==> src/rtl/switch_port_rx.sv <==
// Egress receiver for one switch_4port output: validates packets,
// buffers good ones in a show-ahead FIFO and keeps delivery stats.
module switch_port_rx #(
    parameter logic [3:0] PORT_ID = 4'b0010,
    parameter int         DEPTH   = 4,
    parameter int         CNT_W   = 16
) (
    input  logic                     clk,
    input  logic                     rst_n,
    input  logic                     pkt_valid,
    input  logic [3:0]               pkt_source,
    input  logic [3:0]               pkt_target,
    input  logic [7:0]               pkt_data,
    input  logic                     rd_en,
    output logic                     rd_valid,
    output logic [3:0]               rd_source,
    output logic [7:0]               rd_data,
    output logic [$clog2(DEPTH):0]   fifo_count,
    output logic [4*CNT_W-1:0]       src_cnt,
    output logic [CNT_W-1:0]         drop_cnt,
    output logic                     misroute_err,
    output logic                     bad_src_err,
    output logic                     overflow,
    input  logic                     clr_stats
);
    localparam int AW = $clog2(DEPTH);
    localparam logic [AW:0] FULL_CNT = (AW+1)'(DEPTH);
    localparam logic [CNT_W-1:0] CMAX = '1;

    logic [11:0]      mem_q [DEPTH];
    logic [11:0]      mem_d [DEPTH];
    logic [AW-1:0]    wr_ptr_q, wr_ptr_d;
    logic [AW-1:0]    rd_ptr_q, rd_ptr_d;
    logic [AW:0]      cnt_q, cnt_d;
    logic [CNT_W-1:0] src_cnt_q [4];
    logic [CNT_W-1:0] src_cnt_d [4];
    logic [CNT_W-1:0] drop_cnt_q, drop_cnt_d;
    logic             mis_q, mis_d;
    logic             bad_q, bad_d;
    logic             ovf_q, ovf_d;

    logic src_onehot, is_mis, is_bad, is_good;
    logic full, pop, push, drop;

    // Classify the incoming packet; misroute beats bad source beats full
    always_comb begin
        src_onehot = (pkt_source != 4'b0) &&
                     ((pkt_source & (pkt_source - 4'd1)) == 4'b0);
        is_mis  = pkt_valid && (pkt_target != PORT_ID);
        is_bad  = pkt_valid && !is_mis &&
                  (!src_onehot || (pkt_source == PORT_ID));
        is_good = pkt_valid && !is_mis && !is_bad;
        full    = (cnt_q == FULL_CNT);
        pop     = rd_en && (cnt_q != '0);
        push    = is_good && (!full || pop);
        drop    = is_good && full && !pop;
    end

    // FIFO next state; a pop frees the slot a same-cycle push needs
    always_comb begin
        mem_d    = mem_q;
        wr_ptr_d = wr_ptr_q;
        rd_ptr_d = rd_ptr_q;
        cnt_d    = cnt_q;
        if (push) begin
            mem_d[wr_ptr_q] = {pkt_source, pkt_data};
            wr_ptr_d        = wr_ptr_q + 1'b1;
        end
        if (pop) begin
            rd_ptr_d = rd_ptr_q + 1'b1;
        end
        if (push && !pop) begin
            cnt_d = cnt_q + 1'b1;
        end else if (pop && !push) begin
            cnt_d = cnt_q - 1'b1;
        end
    end

    // Statistics next state; a clear overrides any same-cycle event
    always_comb begin
        src_cnt_d  = src_cnt_q;
        drop_cnt_d = drop_cnt_q;
        mis_d      = mis_q;
        bad_d      = bad_q;
        ovf_d      = ovf_q;
        if (clr_stats) begin
            for (int i = 0; i < 4; i++) begin
                src_cnt_d[i] = '0;
            end
            drop_cnt_d = '0;
            mis_d      = 1'b0;
            bad_d      = 1'b0;
            ovf_d      = 1'b0;
        end else begin
            for (int i = 0; i < 4; i++) begin
                if (push && pkt_source[i] && (src_cnt_q[i] != CMAX)) begin
                    src_cnt_d[i] = src_cnt_q[i] + 1'b1;
                end
            end
            if (drop) begin
                ovf_d = 1'b1;
                if (drop_cnt_q != CMAX) begin
                    drop_cnt_d = drop_cnt_q + 1'b1;
                end
            end
            if (is_mis) begin
                mis_d = 1'b1;
            end
            if (is_bad) begin
                bad_d = 1'b1;
            end
        end
    end

    // FIFO storage and pointers
    always_ff @(posedge clk or negedge rst_n) begin
        if (!rst_n) begin
            for (int i = 0; i < DEPTH; i++) begin
                mem_q[i] <= '0;
            end
            wr_ptr_q <= '0;
            rd_ptr_q <= '0;
            cnt_q    <= '0;
        end else begin
            mem_q    <= mem_d;
            wr_ptr_q <= wr_ptr_d;
            rd_ptr_q <= rd_ptr_d;
            cnt_q    <= cnt_d;
        end
    end

    // Counters and sticky flags
    always_ff @(posedge clk or negedge rst_n) begin
        if (!rst_n) begin
            for (int i = 0; i < 4; i++) begin
                src_cnt_q[i] <= '0;
            end
            drop_cnt_q <= '0;
            mis_q      <= 1'b0;
            bad_q      <= 1'b0;
            ovf_q      <= 1'b0;
        end else begin
            src_cnt_q  <= src_cnt_d;
            drop_cnt_q <= drop_cnt_d;
            mis_q      <= mis_d;
            bad_q      <= bad_d;
            ovf_q      <= ovf_d;
        end
    end

    // Output mapping; head entry is shown ahead of the pop
    always_comb begin
        src_cnt = '0;
        for (int i = 0; i < 4; i++) begin
            src_cnt[i*CNT_W +: CNT_W] = src_cnt_q[i];
        end
    end

    assign rd_valid                = (cnt_q != '0);
    assign {rd_source, rd_data}    = mem_q[rd_ptr_q];
    assign fifo_count              = cnt_q;
    assign drop_cnt                = drop_cnt_q;
    assign misroute_err            = mis_q;
    assign bad_src_err             = bad_q;
    assign overflow                = ovf_q;

endmodule

==> config.mk <==
export PLATFORM = sky130hd
export DESIGN_NAME = switch_port_rx
export DESIGN_NICKNAME = d
export VERILOG_FILES = /design/src/rtl/switch_port_rx.sv
export SDC_FILE = /design/constraint.sdc
export NUM_CORES = 1
export LEC_CHECK = 0
export ABC_CLOCK_PERIOD_IN_PS = 2500
export CORE_MARGIN = 3
export CORE_UTILIZATION = 46
export DETAILED_ROUTE_END_ITERATION = 10
export PLACE_DENSITY = 0.7
export SYNTH_ARGS = -nofsm -noshare
export SYNTH_HDL_FRONTEND = slang
export SYNTH_SLANG_ARGS = --single-unit
==> constraint.sdc <==
create_clock -name clk -period 2.5 [get_ports clk]
set_clock_uncertainty 0.1 [all_clocks]
set_input_delay 0.5 -clock clk [delete_from_list [all_inputs] [get_ports clk]]
set_output_delay 0.5 -clock clk [all_outputs]
set_load 0.01 [all_outputs]
==> results of run 1 <==
[where the power goes]
part	internal [mW]	switching, mW
Clock	1.61	0.954
Combinational	0.553	0.480
Sequential	2.34	0.0566
Total	4.50	1.49
[kinds of logic (layout without fill, tap and decap cells)]
logic type / after synthesis / count (layout) / synth area share (%)
XOR/XNOR: 9 / 9 / 1.139
multiplexers: 64 / 64 / 12.32
buffers and inverters: 46 / 231 / 2.894
flip-flops: 138 / 138 / 49.92
AO/OA/AOI/OAI: 123 / 123 / 11.18
adder cells (fa/ha/maj): 10 / 10 / 1.917
AND/OR/NAND/NOR: 232 / 232 / 20.64
[layout make-up]
class | instances | area (um^2)
Clock buffer | 19 | 452.9
Clock inverter | 12 | 148.9
Fill cell | 1171 | 5182
Inverter | 15 | 61.31
Multi-Input combinational cell | 438 | 3316
Sequential cell | 138 | 3453
Tap cell | 184 | 230.2
Timing Repair Buffer | 185 | 1799
[stage by stage]
stage / utilization [%] / setup WS [ns] / hold slack [ns] / area (um^2)
floorplan: - / -0.3759 / 0.1044 / 6949
global placement: 59.77 / -0.4790 / 0.1865 / 8752
detailed placement: 59.77 / -0.5775 / 0.1870 / 8752
CTS: 64.49 / 0.001344 / 0.3077 / 9444
global route: 64.61 / -0.01644 / 0.3296 / 9462
finish: 64.61 / 0.02691 / 0.3325 / 9462
[cells in the mapped netlist (all sizes together), types with 3 or more instances]
cell type	n
or3	24
a21oi	55
and2	5
nor3	7
o211a	3
o21ai	23
buf	16
or4	23
clkbuf	15
nor2b	22
nand2	37
o31ai	23
o211ai	3
mux2	49
o41ai	6
ha	9
inv	14
xnor2	5
nand4b	4
nand3	23
nand2b	8
or4b	3
dfrtp	138
a31o	4
mux4	12
and3	9
mux2i	3
nand4	21
and4	10
xor2	4
nor2	27
nor4	5
[critical path: stages]
cell and delay [ns]:
clkdlybuf4s50_1 0.47, or4b_4 0.55, buf_4 0.18, nor3_4 0.27, o211a_1 0.29, nand3_1 0.11, mux2_2 0.30
[metal layers]
layer	share of wire (%)	up-vias	track usage, %	routed length [um]
li1	-	2685	-	-
met1	45	2844	28.50	7903
met2	49	158	36.44	8617
met3	4.8	30	5.438	850
met4	1.9	0	8.647	340
met5	0	-	0	0
[what timing repair did]
item / CTS / global route
resized for setup: 27 / 8
endpoints found under the setup margin: 29 / 16
hold endpoints to repair: 15 / 0
pin swaps: 11 / 4
setup buffers: 8 / 1
hold buffers: 1 / 0
[placed cells by master (no fill, tap or decap), drive strengths merged, types with 23 or more instances in the layout]
master,netlist,final
a21oi,55,55
buf,16,67
clkdlybuf4s50,0,99
dfrtp,138,138
mux2,49,49
nand2,37,37
nand3,23,23
nor2,27,27
o21ai,23,23
o31ai,23,23
or3,24,24
or4,23,23
[registers in the layout, indices dropped and copies added (netlist names)]
register,flops
bad_src_err,1
rd_ptr_q,2
misroute_err,1
fifo_count,3
overflow,1
drop_cnt,16
wr_ptr_q,2
src_cnt,64
mem_q,48
[final timing paths]
| check | end | slack, ns | cells past startpoint |
|---|---|---|---|
| worst max register to register | drop_cnt[15] | 0.17 | 6 |
| max in group asynchronous | src_cnt[50] | 1.40 | 3 |
| min in group clk | mem_q[21] | 0.39 | 1 |
| worst min-delay path | mem_q[39] | 0.33 | 2 |
| worst min register to register | mem_q[21] | 0.39 | 1 |
| worst max-delay path | drop_cnt[15] | 0.03 | 7 |
==> impl_metrics.toml, run 1 <==
[outcome]
status = "completed"

[floorplan]
rows = 44
die_area_um2 = 16550
core-area_um2 = 14640
io_pins = 120
start_util_pct = 47.24
die_w_um = 128.6
die_h_um = 128.6

[cts]
tritoncts = "built"
cts_buffers = 17
clock_latency_ns = 0.42
clk_pin_slew_ns = 0.05
clock_path_buffers = 2
h-tree-depth = 4
clock-sinks = 138
cts-root-buf = "clkbuf_16"

[drt]
num_vias = 5717
drt_first_pass_iters = 5
via_per_inst = 5.769
drtIter0Drc = 370
route.detailed.drc = 0
drt-total-wl_um = 17710
ant_nets = 0
wire_per_inst_um = 17.87

[timing]
rsz0062_at_grt = "yes"
finalSetupViolations = 0
fmax_ghz = 0.4044
finalCriticalPeriod_ns = 2.473
period_share_pct = 98.92
tightest_slew_ns = 0.5840
slew_headroom_pct = 61.06
finalHoldViolCount = 0
report.final.slew_viol_count = 0
timing.setup.tns_ns = 0

[min_path]
hp-class = "in -> async"

[logic_synthesis]
syn_nets = 653
ys_warn_count = 0
ys_seq_area_share_pct = 49.92
syn_area_um2 = 6918
synth_edf_count = 0
synth-seq-cells = 138
yosysTopAreaCellShare_pct = 49.92
syn_area_per_cell_um2 = 11.12
synth_cells = 622
yosysTopAreaCell = "dfrtp_1"
synthArstFlopShare_pct = 100.0
ys_types = 53
synth_area_leaders = "dfrtp_1, mux2_2, a21oi_1"
synth_ff_type = "dfrtp_1"

[worst_setup_path]
cp_data_required_time_ns = 2.70
crit_start = "rd_en"
cp_data_arrival_time_ns = 2.67
timing.rr.start = "fifo_count[0]"
worst-setup-path-type = "in -> reg"
worst-path-max-fanout = 5
end_kind = "register"
startpoint_type = "primary input"

[global_route]
grt_usage_pct = 22.18
grt_pass1_wl_um = 29210
grt_pass1_vias = 5876
grt_max_degree = 71
grt-ovfl-total = 0
antenna_found_initial = 0

[pwr]
power.total_mw = 5.987
p_leak_nw = 4.040
cellPowerDensity_nw_per_um2 = 632.8
vdd_drop_max_mv = 0.5813

[cells_and_area]
fin_cells = 991
area_growth_pct = 36.77
insertedDiodeCount = 0
drive_gt1_share_pct = 23.54
nets = 826

[placement]
gp_congestion = 0.8271
placed_cells = 950
io_buffer_count = 119
hpwl_um = 12140

[flow_run]
cap_violations = 0
(Power assumes the default switching activity.)
==> run 2, diff against run 1 <==
--- a/config.mk
+++ b/config.mk
@@ -6,9 +6,11 @@
 export NUM_CORES = 1
 export LEC_CHECK = 0
 export ABC_CLOCK_PERIOD_IN_PS = 2500
+export CORE_ASPECT_RATIO = 1.5
 export CORE_MARGIN = 3
 export CORE_UTILIZATION = 46
 export DETAILED_ROUTE_END_ITERATION = 10
+export GPL_TIMING_DRIVEN = 0
 export PLACE_DENSITY = 0.7
 export SYNTH_ARGS = -nofsm -noshare
 export SYNTH_HDL_FRONTEND = slang
==> run 2 against run 1 <==
Final cell count decreased by 0.81%; combinational power decreased by 12%; maximum frequency increased by 1.3%; worst hold slack improved by 0.052 ns; global-route usage increased by 0.97 points; sequential cell count unchanged; design area decreased by 2.7%; clock-buffer cell count decreased by 1; register-to-register slack got worse by 0.11 ns; die area increased by 0.18%; largest cell class unchanged.
==> impl_metrics.toml, run 2 (synthesis gave the netlist of run 1 again) <==
[cts]
clock_latency_ns = 0.42
cts-root-buf = "clkbuf_16"
clock-sinks = 138
clk_pin_slew_ns = 0.06
tritoncts = "built"
h-tree-depth = 4
cts_buffers = 17
clock_path_buffers = 2

[timing]
period_share_pct = 97.64
fmax_ghz = 0.4097
finalSetupViolations = 0
finalHoldViolCount = 0
finalCriticalPeriod_ns = 2.441
timing.setup.tns_ns = 0
report.final.slew_viol_count = 0
slew_headroom_pct = 42.18
worst_slack_ns = 0.05898
tightest_slew_ns = 0.8599

[cells_and_area]
final_common_cell = "dfrtp_1"
drive_gt1_share_pct = 20.20
largest_reg_flops = 64
multi_input_area_um2 = 3327
seq_area_um2 = 3458
layout_common_cells = "dfrtp_1, clkdlybuf4s50_1, a21oi_1"
nets = 805
insertedDiodeCount = 0
fill_cells = 1186
utilization_pct = 62.78
area_growth_pct = 33.06

[pwr]
cellPowerDensity_nw_per_um2 = 663.1
power.total_mw = 6.103
vdd_drop_max_mv = 0.4533
p_leak_nw = 3.869

[floorplan]
io_pins = 120
rows = 54
die_w_um = 106.1
die_h_um = 156.2
core-area_um2 = 14660
start_util_pct = 47.18
die_area_um2 = 16580

[placement]
io_buffer_count = 116
hpwl_um = 12880
place_ws_ns = -1.043
gp_congestion = 0.8548

[global_route]
grt_usage_pct = 23.15
grt_pass1_wl_um = 30700
grt-ovfl-total = 0
grt_pass1_vias = 6190
antenna_found_initial = 1
grt_max_degree = 90

[drt]
route.detailed.drc = 0
drt-total-wl_um = 18530
num_vias = 5730
ant_nets = 0
drt_first_pass_iters = 5
wire_per_inst_um = 18.85
via_per_inst = 5.829
drtIter0Drc = 358

[worst_setup_path]
worst-path-max-fanout = 10
cp_data_arrival_time_ns = 2.67
worst-setup-path-type = "reg -> reg"
startpoint_type = "register"
end_kind = "register"
cp_data_required_time_ns = 2.73

[flow_run]
cap_violations = 0

[min_path]
hp-class = "reg -> reg"

[outcome]
status = "completed"
run 2: changes by cell type in the layout (fill, tap and decap cells not counted), sizes merged:
cell,delta
dlymetal6s2s,+1
clkbuf,+13
clkdlybuf4s50,-3
buf,-33
clkinvlp,+1
clkdlybuf4s15,-4
clkinv,-3
bufinv,+2
dlygate4sd2,+4
inv,+2
run 2: metal layers:
metal  vias to the layer above  global-route usage (%)  share of wire (%)  routed length, um
li1                       2644                       -                  -                  -
met1                      2872                   27.42                 41               7546
met2                       183                   39.98                 52               9689
met3                        29                   5.797                5.1                940
met4                         2                   9.753                1.9                348
met5                         -                       0              0.043                  8
run 2: worst paths after layout:
check | from | endpoint | slack (ns) | cells past startpoint
worst min register to register | mem_q[33] | mem_q[33] | 0.38 | 1
worst max register to register | fifo_count[0] | drop_cnt[5] | 0.06 | 6
worst max-delay path | fifo_count[0] | drop_cnt[5] | 0.06 | 6
worst min-delay path | mem_q[33] | mem_q[33] | 0.38 | 1
max in group asynchronous | rst_n | drop_cnt[1] | 0.98 | 3
min in group asynchronous | rst_n | mem_q[19] | 0.50 | 2
run 2: critical path: stages (launching register included):
cell	delay [ns]
dfrtp_2	0.40
or4b_1	0.55
buf_6	0.17
nor3_4	0.27
o211ai_4	0.19
or4_1	0.46
a21oi_1	0.20
run 2: power breakdown:
group,switching [mW],internal [mW]
Combinational,0.451,0.460
Clock,0.998,1.78
Sequential,0.0781,2.34
Total,1.53,4.58
run 2: area by class of cell:
cell class / instances / share of cell area (%)
repair buffers: 136 / 14.27
plain buffers: 28 / 1.563
clock buffers: 18 / 4.662
multi-input cells: 438 / 36.14
inverters: 15 / 0.7476
clock inverters: 14 / 2.379
flip-flops and latches: 138 / 37.57
well taps: 196 / 2.664
run 2: metrics by stage:
step	cells	instance area (um^2)	hold slack, ns
2_1_floorplan	622	6949	0.1044
3_3_place_gp	934	8356	0.3636
3_5_place_dp	935	8384	0.3689
4_1_cts	980	9161	0.3884
5_1_grt	983	9205	0.4112
6_report	983	9205	0.3847
run 2: what timing repair did:
item,in CTS,in global routing
pin swaps,7,7
hold endpoints to repair,49,0
gates cloned,0,0
hold buffers,1,0
resized for setup,37,12
endpoints found under the setup margin,79,45
buffers inserted,14,4
==> run 3, diff against run 2 <==
--- a/config.mk
+++ b/config.mk
@@ -11,7 +11,9 @@
 export CORE_UTILIZATION = 46
 export DETAILED_ROUTE_END_ITERATION = 10
 export GPL_TIMING_DRIVEN = 0
+export HOLD_SLACK_MARGIN = 0.15
 export PLACE_DENSITY = 0.7
+export REMOVE_ABC_BUFFERS = 1
 export SYNTH_ARGS = -nofsm -noshare
 export SYNTH_HDL_FRONTEND = slang
 export SYNTH_SLANG_ARGS = --single-unit
==> run 3 against run 2 <==
Setup slack lost 0.018 ns; final cell count shrank 2.5%; routed wire length shrank 6.8%; critical path depth grew 2; total power shrank 6.7%; largest power group is now registers.
==> impl_metrics.toml, run 3 (synthesis gave the netlist of run 1 again) <==
[outcome]
status = "completed"

[drt]
route.detailed.drc = 0
drtIter0Drc = 252
drt_first_pass_iters = 4
drt-total-wl_um = 17280
via_per_inst = 5.844
num_vias = 5599
ant_nets = 0
wire_per_inst_um = 18.03

[timing]
rsz0062_at_grt = "yes"
report.final.slew_viol_count = 0
timing.setup.tns_ns = 0
finalHoldViolCount = 0
period_share_pct = 98.37
slew_headroom_pct = 37.86
whs_ns = 0.3751
finalCriticalPeriod_ns = 2.459
fmax_ghz = 0.4066
worst_slack_ns = 0.04071
tightest_slew_ns = 0.9321
finalSetupViolations = 0

[placement]
io_buffer_count = 119
hpwl_um = 11400
placed_area_um2 = 8237
gp_congestion = 0.8456
place_ws_ns = -1.232
placed_cells = 907

[flow_run]
cap_violations = 0

[global_route]
met3_usage_pct = 6.501
grt-ovfl-total = 0
grt_pass1_vias = 5793
busiest_layer = "met2"
grt_usage_pct = 21.53
grt_pass1_wl_um = 28810
gr-usage-met2_pct = 39.05
met1_usage_pct = 24.71
grt_max_degree = 94
antenna_found_initial = 0

[min_path]
hp-class = "in -> reg"
min_delay_path_depth = 3
hold_path_end = "rd_ptr_q[1]"
hold_start = "rd_en"

[worst_setup_path]
end_kind = "register"
worst-path-max-fanout = 15
r2r_cells = 7
crit_start = "pkt_target[3]"
reg2reg_slack_ns = 0.07
r2r_end = "fifo_count[1]"
cp_data_arrival_time_ns = 2.68
worst-setup-path-type = "in -> reg"
cp_data_required_time_ns = 2.72
startpoint_type = "primary input"
timing.rr.start = "fifo_count[0]"

[floorplan]
die_h_um = 156.2
die_w_um = 106.1
start_util_pct = 47.18
core-area_um2 = 14660
die_area_um2 = 16580
rows = 54
io_pins = 120

[cts]
clock-sinks = 138
cts_buffers = 17
clock_latency_ns = 0.41
h-tree-depth = 4
cts-root-buf = "clkbuf_16"
tritoncts = "built"
clock_path_buffers = 2
clk_pin_slew_ns = 0.06

[cells_and_area]
layout_common_cells = "dfrtp_1, clkdlybuf4s50_1, a21oi_1"
area_growth_pct = 31.27
largest_reg_flops = 64
nets = 781
final_common_cell = "dfrtp_1"
drive_gt1_share_pct = 19.95
fin_cells = 958
design_area_um2 = 9081
insertedDiodeCount = 0

[pwr]
p_leak_nw = 3.839
combPwrFrac_pct = 13.2
sw_frac_of_total_pct = 26.10
cellPowerDensity_nw_per_um2 = 627.3
internal_power_mw = 4.210
vdd_drop_max_mv = 0.4142
clockPowerShare_pct = 43.2
p_seq_share_pct = 43.6
switching_power_mw = 1.487
## run 3: timing repair
item                                    4_1_cts  5_1_grt
endpoints found under the setup margin      121       74
hold endpoints to repair                     45        0
setup buffers                                12        7
pin swaps                                     8        6
hold buffers                                  1        0
gates resized for setup                      48        8
## run 3: final cells by class
class | instances | area (um^2)
clock buffer | 18 | 429.2
multi-input combinational | 438 | 3373
fill | 1219 | 5580
clock inverter | 13 | 147.6
tap | 196 | 245.2
inverter | 15 | 61.31
sequential | 138 | 3458
timing repair buffer | 140 | 1366
## run 3: worst max-delay path, stage by stage
cell and delay [ns]:
dlygate4sd2_1 0.24, or4b_4 0.60, buf_4 0.17, nor3_4 0.20
buf_12 0.14, o211ai_4 0.16, or4_1 0.51, a21oi_1 0.16
## run 3: power by group through the flow
| stage | sequential [mW] | clock, mW | combinational (mW) |
|---|---|---|---|
| 2_1_floorplan | 2.52 | 0 | 0.333 |
| 3_3_place_gp | 2.56 | 0 | 0.607 |
| 3_5_place_dp | 2.57 | 0 | 0.634 |
| 4_1_cts | 2.48 | 2.51 | 0.755 |
| 5_1_grt | 2.50 | 2.59 | 0.817 |
| 6_report | 2.48 | 2.46 | 0.754 |
## run 3: layer usage
metal,part of all wire [%],vias up
li1,-,2602
met1,40,2850
met2,54,138
met3,5.3,9
met4,0.72,0
met5,0,-
## run 3: worst max path at each step
stage                               end  slack (ns)  depth (start not counted)
after global routing        src_cnt[41]       -0.03                          8
after CTS                 fifo_count[1]       -0.03                          8
after detailed placement  fifo_count[1]       -1.23                          9
final                       src_cnt[47]        0.04                          8
after global placement      src_cnt[20]       -4.52                          1
after floorplan           fifo_count[2]       -0.49                         10
## run 3: metrics by stage
step / power, mW / utilization (%)
final: 5.697 / 61.94
after global routing: 5.906 / 61.94
after detailed placement: 3.206 / 56.18
after floorplan: 2.856 / -
after CTS: 5.744 / 61.42
after global placement: 3.166 / 56.00
==> variant: new RTL, flow settings as in run 1 <==
Make the reset (`rst_n`) synchronous in 2 clocked blocks.
--- a/src/rtl/switch_port_rx.sv
+++ b/src/rtl/switch_port_rx.sv
@@ -115,3 +115,3 @@
     // FIFO storage and pointers
-    always_ff @(posedge clk or negedge rst_n) begin
+    always_ff @(posedge clk) begin
         if (!rst_n) begin
@@ -132,3 +132,3 @@
     // Counters and sticky flags
-    always_ff @(posedge clk or negedge rst_n) begin
+    always_ff @(posedge clk) begin
         if (!rst_n) begin
Behaviour: differs if rst_n is asserted again (counterexample within 4 cycles, from zero or initial values and one cycle with rst_n low); with rst_n held inactive, the same outputs for 4 cycles.
==> variant against run 1 <==
  * Synthesized area down 7.5%
  * Combinational power shrank 36%
  * Routed wire length is 7.3% lower
  * Power decreased by 1.9%
  * Setup slack improved by 0.014 ns
  * Count of clock-buffer cells in the layout unchanged
  * Design area decreased by 6.6%
  * Sequential cell count stayed put
  * Non-clock buffer count is 11 lower
  * Highest routed layer unchanged
==> variant: results (changes against run 1) <==
htree_levels: 4  # unchanged
largest_register_ffs: 64  # unchanged
rrSetupSlack_ns: 0.10  # -0.07 ns
yosysSeqAreaShare_pct: 43.2  # -6.7 points
fin_cells: 1007  # +1.6%
synth_area_per_cell_um2: 9.53  # -14%
drt-initial-drc-count: 491  # +33%
root_buffer: "clkbuf_16"
hold_path.class: "flip-flop to flip-flop"
path_max_fanout: 12  # +7
crit_arrival_ns: 2.72  # +0.05 ns
grt_pass1_wl_mm: 26.5  # -9.2%
viasPerCell: 5.63  # -2.4%
status: "finished, final reports clean"
gp_congestion: 0.856  # +3.5%
synth-async-reset-ratio_pct: 0  # -100 points
vdd_drop_max_v: 0.000667  # +15%
ys_warn_count: 0  # unchanged
yosys-top-cells-area: "dfxtp_1 (43%), mux2i_1 (7.4%), nor2b_1 (4.6%)"
grt_max_degree: 56  # -21%
drive_gt1_share_pct: 15.0  # -8.5 points
dpl_cell_area_um2: 8140  # -7.0%
internal-power_uw: 4600  # +2.3%
ys_top_cells_by_count: "dfxtp_1 (138), mux2i_1 (47), nor2b_1 (47)"
synthFlopType: "dfxtp_1"
clkLatencyLatePin_ns: 0.43
post-place-cells: 975  # +2.6%
dp_hpwl_mm: 11.5  # -5.3%
hold_ws_ns: 0.325  # -0.00724 ns
syn_nets: 702  # +7.5%
grt_pass1_vias: 5343  # -9.1%
relSlewSlack_pct: 67.5  # +6.4 points
grt_usage_pct: 21.9  # -0.32 points
synthDistinctLibCells: 54  # +1.9%
power_leakage_uw: 0.00309  # -23%
nNetsFinal: 850  # +2.9%
wl_per_cell_um: 16.3  # -8.8%
variant: changes by cell type in the layout (fill, tap and decap cells not counted), moves of 9 or more:
cell	change
mux2_2	-48
xnor2_1	+9
mux2i_1	+44
and2_1	+21
dfrtp_1	-138
dfxtp_1	+138
nor2b_1	+24
nand2_1	+9
a21oi_1	-19
variant: what timing repair did:
action / in CTS / in global routing
pin swaps: 5 / 1
buffers inserted: 1 / 0
endpoints found under the setup margin: 24 / 9
gates resized for setup: 19 / 3
variant: critical path, cell delays in order:
cell and delay [ns]:
clkdlybuf4s50_1 0.46, nor4b_4 0.28, buf_4 0.19, nand2_1 0.06, or4_4 0.55, or4_1 0.52
a21oi_1 0.15
variant: cell families after synthesis:
| kind of cell | after synthesis | synth area share (%) |
|---|---|---|
| adder cells (fa/ha/maj) | 10 | 2.07 |
| multiplexers | 59 | 11.6 |
| AO/OA/AOI/OAI | 108 | 11.2 |
| XOR/XNOR | 17 | 2.44 |
| flip-flops | 138 | 43.2 |
| AND/OR/NAND/NOR | 286 | 25.7 |
| buffers and inverters | 53 | 3.81 |
variant: worst paths after layout:
kind / depth (start not counted) / from / endpoint
setup reg to reg: 9 / fifo_count[1] / fifo_count[2]
hold / removal: 2 / mem_q[33] / mem_q[33]
hold reg to reg: 2 / mem_q[33] / mem_q[33]
setup / recovery: 7 / pkt_target[1] / drop_cnt[14]
variant: through the flow:
| stage | worst slack, ns | power [uW] | util, % |
|---|---|---|---|
| floorplan | -0.0482 | 2660 | - |
| global placement | -0.452 | 2960 | 60.7 |
| detailed placement | -0.544 | 2970 | 60.7 |
| CTS | 0.0165 | 5930 | 65.9 |
| global route | -0.0535 | 6080 | 65.9 |
| finish | 0.0404 | 5870 | 65.9 |
variant: power by group through the flow:
stage | Combinational [uW] | Sequential [uW] | Clock, uW
after global placement | 652 | 2310 | 0
after floorplan | 336 | 2320 | 0
after global routing | 719 | 2270 | 3090
after detailed placement | 666 | 2310 | 0
after CTS | 668 | 2260 | 3000
final | 659 | 2260 | 2950
variant: layer usage:
metal  vias to the layer above  global-route usage [%]  wire length [um]  share of wire [%]
li1                       2772                       -                 -                  -
met1                      2705                    27.9              7140                 43
met3                        28                    6.22              1080                6.6
met4                         0                    8.42               334                2.0
met5                         -                       0                 0                  0
met2                       166                    35.1              7860                 48
variant: final cells by class:
cell class	count	area, um2
flip-flops and latches	138	2760
clock buffers	19	453
inverters	8	30.0
repair buffers	174	1670
fillers	1053	4560
well taps	176	220
multi-input cells	480	3460
clock inverters	12	244
